## config.mk

```make
export PLATFORM = sky130hd
export DESIGN_NAME = udp_recv
export DESIGN_NICKNAME = d
export VERILOG_FILES = /design/src/rtl/udp_recv.sv
export SDC_FILE = /design/constraint.sdc
export NUM_CORES = 1
export LEC_CHECK = 0
export BUFFER_PORTS_ARGS = -buffer_cell sky130_fd_sc_hd__buf_2
export CAP_MARGIN = 30
export CORE_ASPECT_RATIO = 1.25
export CORE_MARGIN = 3
export CORE_UTILIZATION = 48
export CTS_CLUSTER_SIZE = 28
export DETAILED_ROUTE_END_ITERATION = 6
export GPL_TIMING_DRIVEN = 0
export PLACE_DENSITY = 0.66
export SETUP_SLACK_MARGIN = 0.4
export SLEW_MARGIN = 10
export SYNTH_ARGS = -nofsm -noshare
export SYNTH_HDL_FRONTEND = slang
export SYNTH_SLANG_ARGS = --single-unit
export TNS_END_PERCENT = 20
```

## constraint.sdc

```tcl
create_clock -name eth_rxc -period 3.9 [get_ports eth_rxc]
set_input_delay 0.39 -clock eth_rxc [delete_from_list [all_inputs] [get_ports eth_rxc]]
set_output_delay 0.39 -clock eth_rxc [all_outputs]
set_load 0.1 [all_outputs]
```

## src/rtl/udp_recv.sv

```systemverilog
// udp_recv: GMII-side UDP/IPv4 receiver.
// Parses preamble/SFD, Ethernet, IPv4 and UDP headers on eth_rxc. It drops
// frames not addressed to this board (unicast MAC or broadcast, plus
// dest IP). It packs the UDP payload into big-endian 32-bit words. FCS is not
// checked; the UDP destination port is not filtered.
// Ports:
//   eth_rxc      in   GMII receive clock (rising edge)
//   rst_n        in   asynchronous active-low reset
//   eth_rxdv     in   GMII receive data valid
//   eth_rxd      in   GMII receive byte
//   rec_en       out  one-cycle strobe, rec_data holds a valid word
//   rec_data     out  payload word, first received byte in [31:24]
//   rec_pkt_done out  one-cycle strobe, payload complete
//   rec_byte_num out  payload byte count (UDP length - 8)
module udp_recv #(
  parameter logic [47:0] BOARD_MAC_ADDR = 48'h00_11_22_33_44_55,
  parameter logic [31:0] BOARD_IP_ADDR  = {8'd192, 8'd168, 8'd1, 8'd10}
) (
  input  logic        eth_rxc,
  input  logic        rst_n,
  input  logic        eth_rxdv,
  input  logic [7:0]  eth_rxd,
  output logic        rec_en,
  output logic [31:0] rec_data,
  output logic        rec_pkt_done,
  output logic [15:0] rec_byte_num
);

  localparam logic [2:0] StIdle     = 3'd0;
  localparam logic [2:0] StPreamble = 3'd1;
  localparam logic [2:0] StEthHead  = 3'd2;
  localparam logic [2:0] StIpHead   = 3'd3;
  localparam logic [2:0] StUdpHead  = 3'd4;
  localparam logic [2:0] StRxData   = 3'd5;
  localparam logic [2:0] StRxEnd    = 3'd6;

  logic [2:0]  r_state, w_state_nxt;
  logic [15:0] r_cnt, w_cnt_nxt, w_cnt_inc;
  logic [39:0] r_mac;       // first five dest MAC bytes
  logic [23:0] r_ip;        // first three dest IP bytes
  logic [5:0]  r_ihl_last;  // index of the last IP header byte (4*IHL - 1)
  logic [7:0]  r_len_hi;
  logic [15:0] r_udp_len;
  logic [31:0] r_word;      // current payload word, left-aligned, low bytes zero

  logic [47:0] w_dmac;
  logic [31:0] w_dip;
  logic [15:0] w_ulen;
  logic [5:0]  w_ihl_last;
  logic [31:0] w_word;
  logic        w_last;
  logic        w_emit, w_done, w_set_len;

  assign w_cnt_inc  = r_cnt + 16'd1;
  assign w_dmac     = {r_mac, eth_rxd};
  assign w_dip      = {r_ip, eth_rxd};
  assign w_ulen     = {r_len_hi, eth_rxd};
  assign w_ihl_last = {eth_rxd[3:0], 2'b00} - 6'd1;
  assign w_last     = (w_cnt_inc == rec_byte_num);

  // Merge the incoming byte into the word at its position; unused bytes stay zero.
  always_comb begin
    w_word = 32'h0;
    case (r_cnt[1:0])
      2'd0:    w_word = {eth_rxd, 24'h0};
      2'd1:    w_word = {r_word[31:24], eth_rxd, 16'h0};
      2'd2:    w_word = {r_word[31:16], eth_rxd, 8'h0};
      default: w_word = {r_word[31:8], eth_rxd};
    endcase
  end

  always_comb begin
    w_state_nxt = r_state;
    w_cnt_nxt   = r_cnt;
    w_emit      = 1'b0;
    w_done      = 1'b0;
    w_set_len   = 1'b0;
    if (!eth_rxdv && r_state != StIdle && r_state != StRxEnd) begin
      // Truncated frame: abandon it silently, partial word included.
      w_state_nxt = StIdle;
      w_cnt_nxt   = 16'd0;
    end else begin
      case (r_state)
        StIdle: begin
          w_cnt_nxt = 16'd0;
          if (eth_rxdv && eth_rxd == 8'h55) begin
            w_state_nxt = StPreamble;
            w_cnt_nxt   = 16'd1;
          end
        end
        StPreamble: begin
          w_cnt_nxt = w_cnt_inc;
          if (r_cnt < 16'd7) begin
            if (eth_rxd != 8'h55) w_state_nxt = StRxEnd;
          end else if (eth_rxd == 8'hD5) begin
            w_state_nxt = StEthHead;
            w_cnt_nxt   = 16'd0;
          end else begin
            w_state_nxt = StRxEnd;
          end
        end
        StEthHead: begin
          w_cnt_nxt = w_cnt_inc;
          if (r_cnt == 16'd5 && w_dmac != BOARD_MAC_ADDR && w_dmac != 48'hFFFF_FFFF_FFFF) begin
            w_state_nxt = StRxEnd;
          end else if (r_cnt == 16'd12 && eth_rxd != 8'h08) begin
            w_state_nxt = StRxEnd;
          end else if (r_cnt == 16'd13) begin
            w_cnt_nxt   = 16'd0;
            w_state_nxt = (eth_rxd == 8'h00) ? StIpHead : StRxEnd;
          end
        end
        StIpHead: begin
          w_cnt_nxt = w_cnt_inc;
          if (r_cnt == 16'd0) begin
            if (eth_rxd[7:4] != 4'h4 || eth_rxd[3:0] < 4'd5) w_state_nxt = StRxEnd;
          end else if (r_cnt == 16'd9 && eth_rxd != 8'd17) begin
            w_state_nxt = StRxEnd;
          end else if (r_cnt == 16'd19 && w_dip != BOARD_IP_ADDR) begin
            w_state_nxt = StRxEnd;
          end else if (r_cnt == {10'd0, r_ihl_last}) begin
            w_state_nxt = StUdpHead;
            w_cnt_nxt   = 16'd0;
          end
        end
        StUdpHead: begin
          w_cnt_nxt = w_cnt_inc;
          if (r_cnt == 16'd5 && w_ulen < 16'd8) begin
            w_state_nxt = StRxEnd;
          end else if (r_cnt == 16'd7) begin
            w_set_len = 1'b1;
            w_cnt_nxt = 16'd0;
            if (r_udp_len == 16'd8) begin
              w_done      = 1'b1;
              w_state_nxt = StRxEnd;
            end else begin
              w_state_nxt = StRxData;
            end
          end
        end
        StRxData: begin
          w_cnt_nxt = w_cnt_inc;
          if (r_cnt[1:0] == 2'd3 || w_last) w_emit = 1'b1;
          if (w_last) begin
            w_done      = 1'b1;
            w_state_nxt = StRxEnd;
            w_cnt_nxt   = 16'd0;
          end
        end
        StRxEnd: begin
          w_cnt_nxt = 16'd0;
          if (!eth_rxdv) w_state_nxt = StIdle;
        end
        default: begin
          w_state_nxt = StIdle;
          w_cnt_nxt   = 16'd0;
        end
      endcase
    end
  end

  always_ff @(posedge eth_rxc or negedge rst_n) begin
    if (!rst_n) begin
      r_state <= StIdle;
      r_cnt   <= 16'd0;
    end else begin
      r_state <= w_state_nxt;
      r_cnt   <= w_cnt_nxt;
    end
  end

  // Header field capture; only meaningful while the byte is valid.
  always_ff @(posedge eth_rxc or negedge rst_n) begin
    if (!rst_n) begin
      r_mac      <= 40'h0;
      r_ip       <= 24'h0;
      r_ihl_last <= 6'd0;
      r_len_hi   <= 8'h0;
      r_udp_len  <= 16'h0;
      r_word     <= 32'h0;
    end else if (eth_rxdv) begin
      if (r_state == StEthHead && r_cnt < 16'd5) r_mac <= {r_mac[31:0], eth_rxd};
      if (r_state == StIpHead && r_cnt == 16'd0) r_ihl_last <= w_ihl_last;
      if (r_state == StIpHead && r_cnt >= 16'd16 && r_cnt <= 16'd18) begin
        r_ip <= {r_ip[15:0], eth_rxd};
      end
      if (r_state == StUdpHead && r_cnt == 16'd4) r_len_hi <= eth_rxd;
      if (r_state == StUdpHead && r_cnt == 16'd5) r_udp_len <= w_ulen;
      if (r_state == StRxData) r_word <= w_word;
    end
  end

  always_ff @(posedge eth_rxc or negedge rst_n) begin
    if (!rst_n) begin
      rec_en       <= 1'b0;
      rec_data     <= 32'h0;
      rec_pkt_done <= 1'b0;
      rec_byte_num <= 16'h0;
    end else begin
      rec_en       <= w_emit;
      rec_pkt_done <= w_done;
      if (w_emit) rec_data <= w_word;
      if (w_set_len) rec_byte_num <= r_udp_len - 16'd8;
    end
  end

endmodule
```

# Yosys cells after proc, flatten, opt, wreduce, memory -nomap -nowiden
# Cells that the tools add are included.
# word_totals
reg_bits	195
input_bits	11
output_inout_bits	50
elab_cells	137
# op_classes
addsub	3
magnitude_cmp	6
eq_ne	37
muxes	49
reduce_logical	30
# ops
cell	count
16-bit 2-to-1 mux	13
16-bit case mux with 6 select lines	1
32-bit case mux with 3 select lines	1
16-bit by 4-bit equality test with 1-bit output (second input constant)	4
3-bit 2-to-1 mux	18
16-bit by 3-bit equality test with 1-bit output (second input constant)	3
48-bit by 37-bit inequality test with 1-bit output (second input constant)	1
48-bit inequality test (second input constant)	1
16-bit by 3-bit < comparator with 1-bit output (second input constant)	2
32-bit inequality test (second input constant)	1
3-bit case mux with 7 select lines	1
16-bit by 1-bit adder with 16-bit output (second input constant)	1
16-bit equality test	1
16-bit by 5-bit equality test with 1-bit output (second input constant)	1
16-bit by 6-bit equality test with 1-bit output	1
16-bit by 5-bit >= comparator with 1-bit output (second input constant)	1
16-bit by 5-bit less-or-equal comparator with 1-bit output (second input constant)	1
16-bit zero test	1
16-bit by 4-bit < comparator with 1-bit output (second input constant)	1
16-bit by 4-bit subtractor with 16-bit output (second input constant)	1
1-bit logical AND	15
1-bit 2-to-1 mux	13
3-bit inequality test (second input constant)	4
4-bit inequality test (second input constant)	3
25 further kinds	35

# Depth between registers and ports, before layout
# depth
depth_word	7
mapped_depth	11
depth_no_buf	10

# Worst setup path before layout
# Ideal clock, no wire load.
# synth_timing
kind	reg2reg
start	register r_cnt[0]
end	register rec_data[10]
setup_time_ps	125
arrival_ps	2660
required_ps	3775
setup_slack_ps	1115
stages_incl_launch_ff	12
path_buffers	2
period_less_slack_ps	2785
cell_sequence	dfrtp_1 -> ha_1 -> buf_2 -> nand3_1 -> nor2_1 -> nor4bb_1 -> o21ai_0 -> nor4bb_1 -> and3_4 -> o21ai_4 -> buf_6 -> mux2_4
# synth_between
elab_chain_len	6
word_cells_on_any_way	11
# synth_lines
item	line	source
start, declared	38	logic [15:0] r_cnt, w_cnt_nxt, w_cnt_inc;
start signal, assigned	168	r_cnt <= w_cnt_nxt;
16-bit by 1-bit adder with 16-bit output	54	assign w_cnt_inc = r_cnt + 16'd1;
16-bit equality test	59	assign w_last = (w_cnt_inc == rec_byte_num);
1-bit logical OR	143	if (r_cnt[1:0] == 2'd3 || w_last) w_emit = 1'b1;
1-bit 2-to-1 mux	143	
1-bit 2-to-1 mux	83	case (r_state)
1-bit 2-to-1 mux	78	if (!eth_rxdv && r_state != StIdle && r_state != StRxEnd) begin
end signal, assigned	202	if (w_emit) rec_data <= w_word;
end, declared	24	output logic [31:0] rec_data,
# Parallel ways exist; a longest one is shown, timed or not.
# A chain may end at the register's enable or synchronous reset.

# Final worst setup path
# layout_timing
start	register r_cnt[1]
end	register rec_data[15]
# The elaborated chain is that of the path after synthesis.

==> impl_results.md <==
- Global route total overflow: 0
- Clk sinks: 186
- Seq cells post-synth: 186
- Via-per-instance ratio: 5.763
- Worst Path Max Fanout: 10
- Number of synthesized flops with an enable pin: 0
- Nets: 933
- Setup-failing EPs final: 0
- Final Slew Violations: 0
- Worst EP arrival: 3600 ps
- Number of DRC markers in iteration 0: 409
- Warnings from Yosys: 0
- Pre-CTS setup slack: 398.4 ps
- Largest cells by area after synthesis: dfrtp_1 (50%), mux2_2 (11%), mux2_4 (3.4%)
- Number of global-route vias before repair: 6,784
- Syn_nets: 854
- Clk buf depth: 2
- Tcrit/Tclk final: 84.40%
- Filler cells: 1,651
- Antenna violations before repair: 0
- Peak VDD IR: 0.3574 mV
- Leak pwr: 5.088 nW
- Number of port buffers: 58
- First-pass GRT wire length: 36.38 mm
- Post-CTS setup buffer count: 0
- Largest area contributor in the netlist: dfrtp_1
- Async SR Flop Fraction: 100.0%
- Die width: 130.2 um
- DRC: 0
- Final Cell Area: 10,520 um2
- DP Area: 9872 um2
- Int Pwr: 4.065 mW
- CTS root buffer: clkbuf_16
- Proportion of layout cells with a drive suffix above 1: 26.11%
- RSZ-0062 raised after global routing: false
- Crit path kind: register to register
- Clock transition at path regs: 70 ps
- CTS buffer count: 17
- Minimum clock period: 3292 ps
- Pin count of the biggest net entering global routing: 108
- Final Worst Setup Slack: 608.4 ps
- Via count: 6,662
- Post-synth top flop: dfrtp_1
- CTS H-tree lvls: 4
- CTS tree: yes
- Relative slew slack: 34.51%
- Core Area: 18,850 um2
- Cells after DPL: 1,122
- Final HPWL DP: 15.68 mm
- Worst skew pair latency: 430 ps
- Sw Pwr: 2.439 mW
- Mean routed wirelength per cell: 19.03 um
- Area occupied by multi-input gates: 4299 um2
- Max cap viols: 0
- RD Place Congestion: 0.9508
- WP data required: 4210 ps
- Worst min path class: input port to register
- Synthesized instance count: 831
- Seq pwr share: 40.9%
- Cell variety after synth: 64
- Total wire length: 22.00 mm
- DRT antenna net count: 0
- Hold_ws: 408.0 ps
- Register area share after synthesis: 50.30%
- Register area: 4656 um2
- Pwr per Cell Area: 618.4 nW/um2
- Startpoint Class: register
- Initial cell density of the core: 49.10%
- Final Util: 55.80%
- Die H: 161.2 um
- Post-route insts no fill: 1,156
- Top-area cell type share of the netlist area: 50.30%
- Clock Power Share: 27.6%
- Highest Clock Rate: 303.8 MHz
- Sw frac: 37.50%
- Worst Max-Slew Pin Slew: 969.7 ps
- Drt first pass iters: 5
- Area grow syn2layout: 13.64%
- CP Capture Type: register
- Combinational power share: 31.6%
- Design Power: 6.503 mW
- Num ports: 61
- Status: completed
- Worst Skew: 14.69 ps
- Synthesized area: 9254 um2
- Gr usage total: 22.06%
- Die footprint: 20,990 um2
- Syn_area_per_cell: 11.14 um2
- Row count: 56
- TNS Setup: 0 ps
- Final Hold Fails: 0
==> final cells by class <==
cell class / instances / area share, %
clock buffers: 20 / 4.343
flip-flops and latches: 186 / 44.27
repair buffers: 60 / 3.212
well taps: 232 / 2.760
diodes: 1 / 0.02380
multi-input cells: 573 / 40.88
inverters: 23 / 0.8209
clock inverters: 12 / 1.547
plain buffers: 49 / 2.142
==> critical path, cell delays in order, from the launching register on <==
cell and delay (ps):
dfrtp_1 510, ha_1 200, buf_2 230, nand3_1 270, nor4_1 410, xnor2_1 230
xnor2_1 180, nor3_1 90, and3_4 220, o21ai_4 290, buf_6 240, mux2_4 310
==> power groups by stage <==
stage / Sequential (mW) / Combinational, mW / Clock [mW]
floorplan: 3.20 / 1.02 / 0
global placement: 2.67 / 2.02 / 0
detailed placement: 2.68 / 2.05 / 0
CTS: 2.65 / 2.06 / 1.83
global route: 2.71 / 2.21 / 1.91
finish: 2.66 / 2.05 / 1.79
==> state kept, by name (all words and copies together) (netlist names) <==
name,flops
r_cnt,16
rec_byte_num,16
rec_pkt_done,1
r_state,3
r_ip,24
r_len_hi,8
r_ihl_last,5
rec_en,1
r_word,24
r_udp_len,16
rec_data,32
r_mac,40
==> kinds of logic (layout without fill, tap and decap cells) <==
| kind of cell | after synthesis | after routing | synth area share (%) |
|---|---|---|---|
| compound gates | 122 | 122 | 9.154 |
| xor+xnor | 46 | 46 | 4.502 |
| fa+ha+maj | 12 | 12 | 1.622 |
| buf+inv | 72 | 164 | 3.367 |
| flops | 186 | 186 | 50.30 |
| mux | 123 | 123 | 15.66 |
| other cells | 0 | 1 | 0 |
| simple gates | 270 | 270 | 15.40 |
==> timing repair <==
item | CTS | global route
setup endpoints to repair | 0 | 36
hold buffers | 1 | 0
resized for setup | 0 | 3
hold endpoints to repair | 79 | 0
==> synth_stat cells, drive strengths merged (7+ instances only) <==
library cell,number
buf,19
a22o,32
inv,23
xnor2,30
nor2,49
nor3,22
o21ai,44
nand4,20
ha,12
a21oi,14
mux2i,12
nand3,20
xor2,15
dfrtp,186
clkbuf,30
nor4,25
or4,7
mux2,111
nand2,79
==> routing by layer <==
metal	global-route usage [%]	vias to the layer above	share of wire, %
met4	8.507	0	2.9
met2	36.46	159	50
met3	4.036	34	3.9
met5	0	-	0
li1	-	3159	-
met1	28.72	3310	43
==> cell usage in the layout (no fill, tap or decap), types with 22 or more instances in the layout <==
master and instances:
xnor2_1 30, buf_2 72, nand2_1 79, o21ai_0 43, a22o_1 32, mux2_2 90, dfrtp_1 185, clkbuf_1 31
nor2_1 48, inv_1 23, nor4_1 22
==> worst paths after layout <==
kind | from | end | slack (ps) | depth (start not counted)
max reg2reg | r_cnt[1] | rec_data[15] | 610 | 11
min reg2reg | r_word[12] | r_word[12] | 480 | 2
min in group asynchronous | rst_n | rec_byte_num[13] | 520 | 2
max | r_cnt[1] | rec_data[15] | 610 | 11
max in group asynchronous | rst_n | r_cnt[0] | 2400 | 3
min | eth_rxdv | r_state[1] | 410 | 3
(Power assumes the default switching activity.)
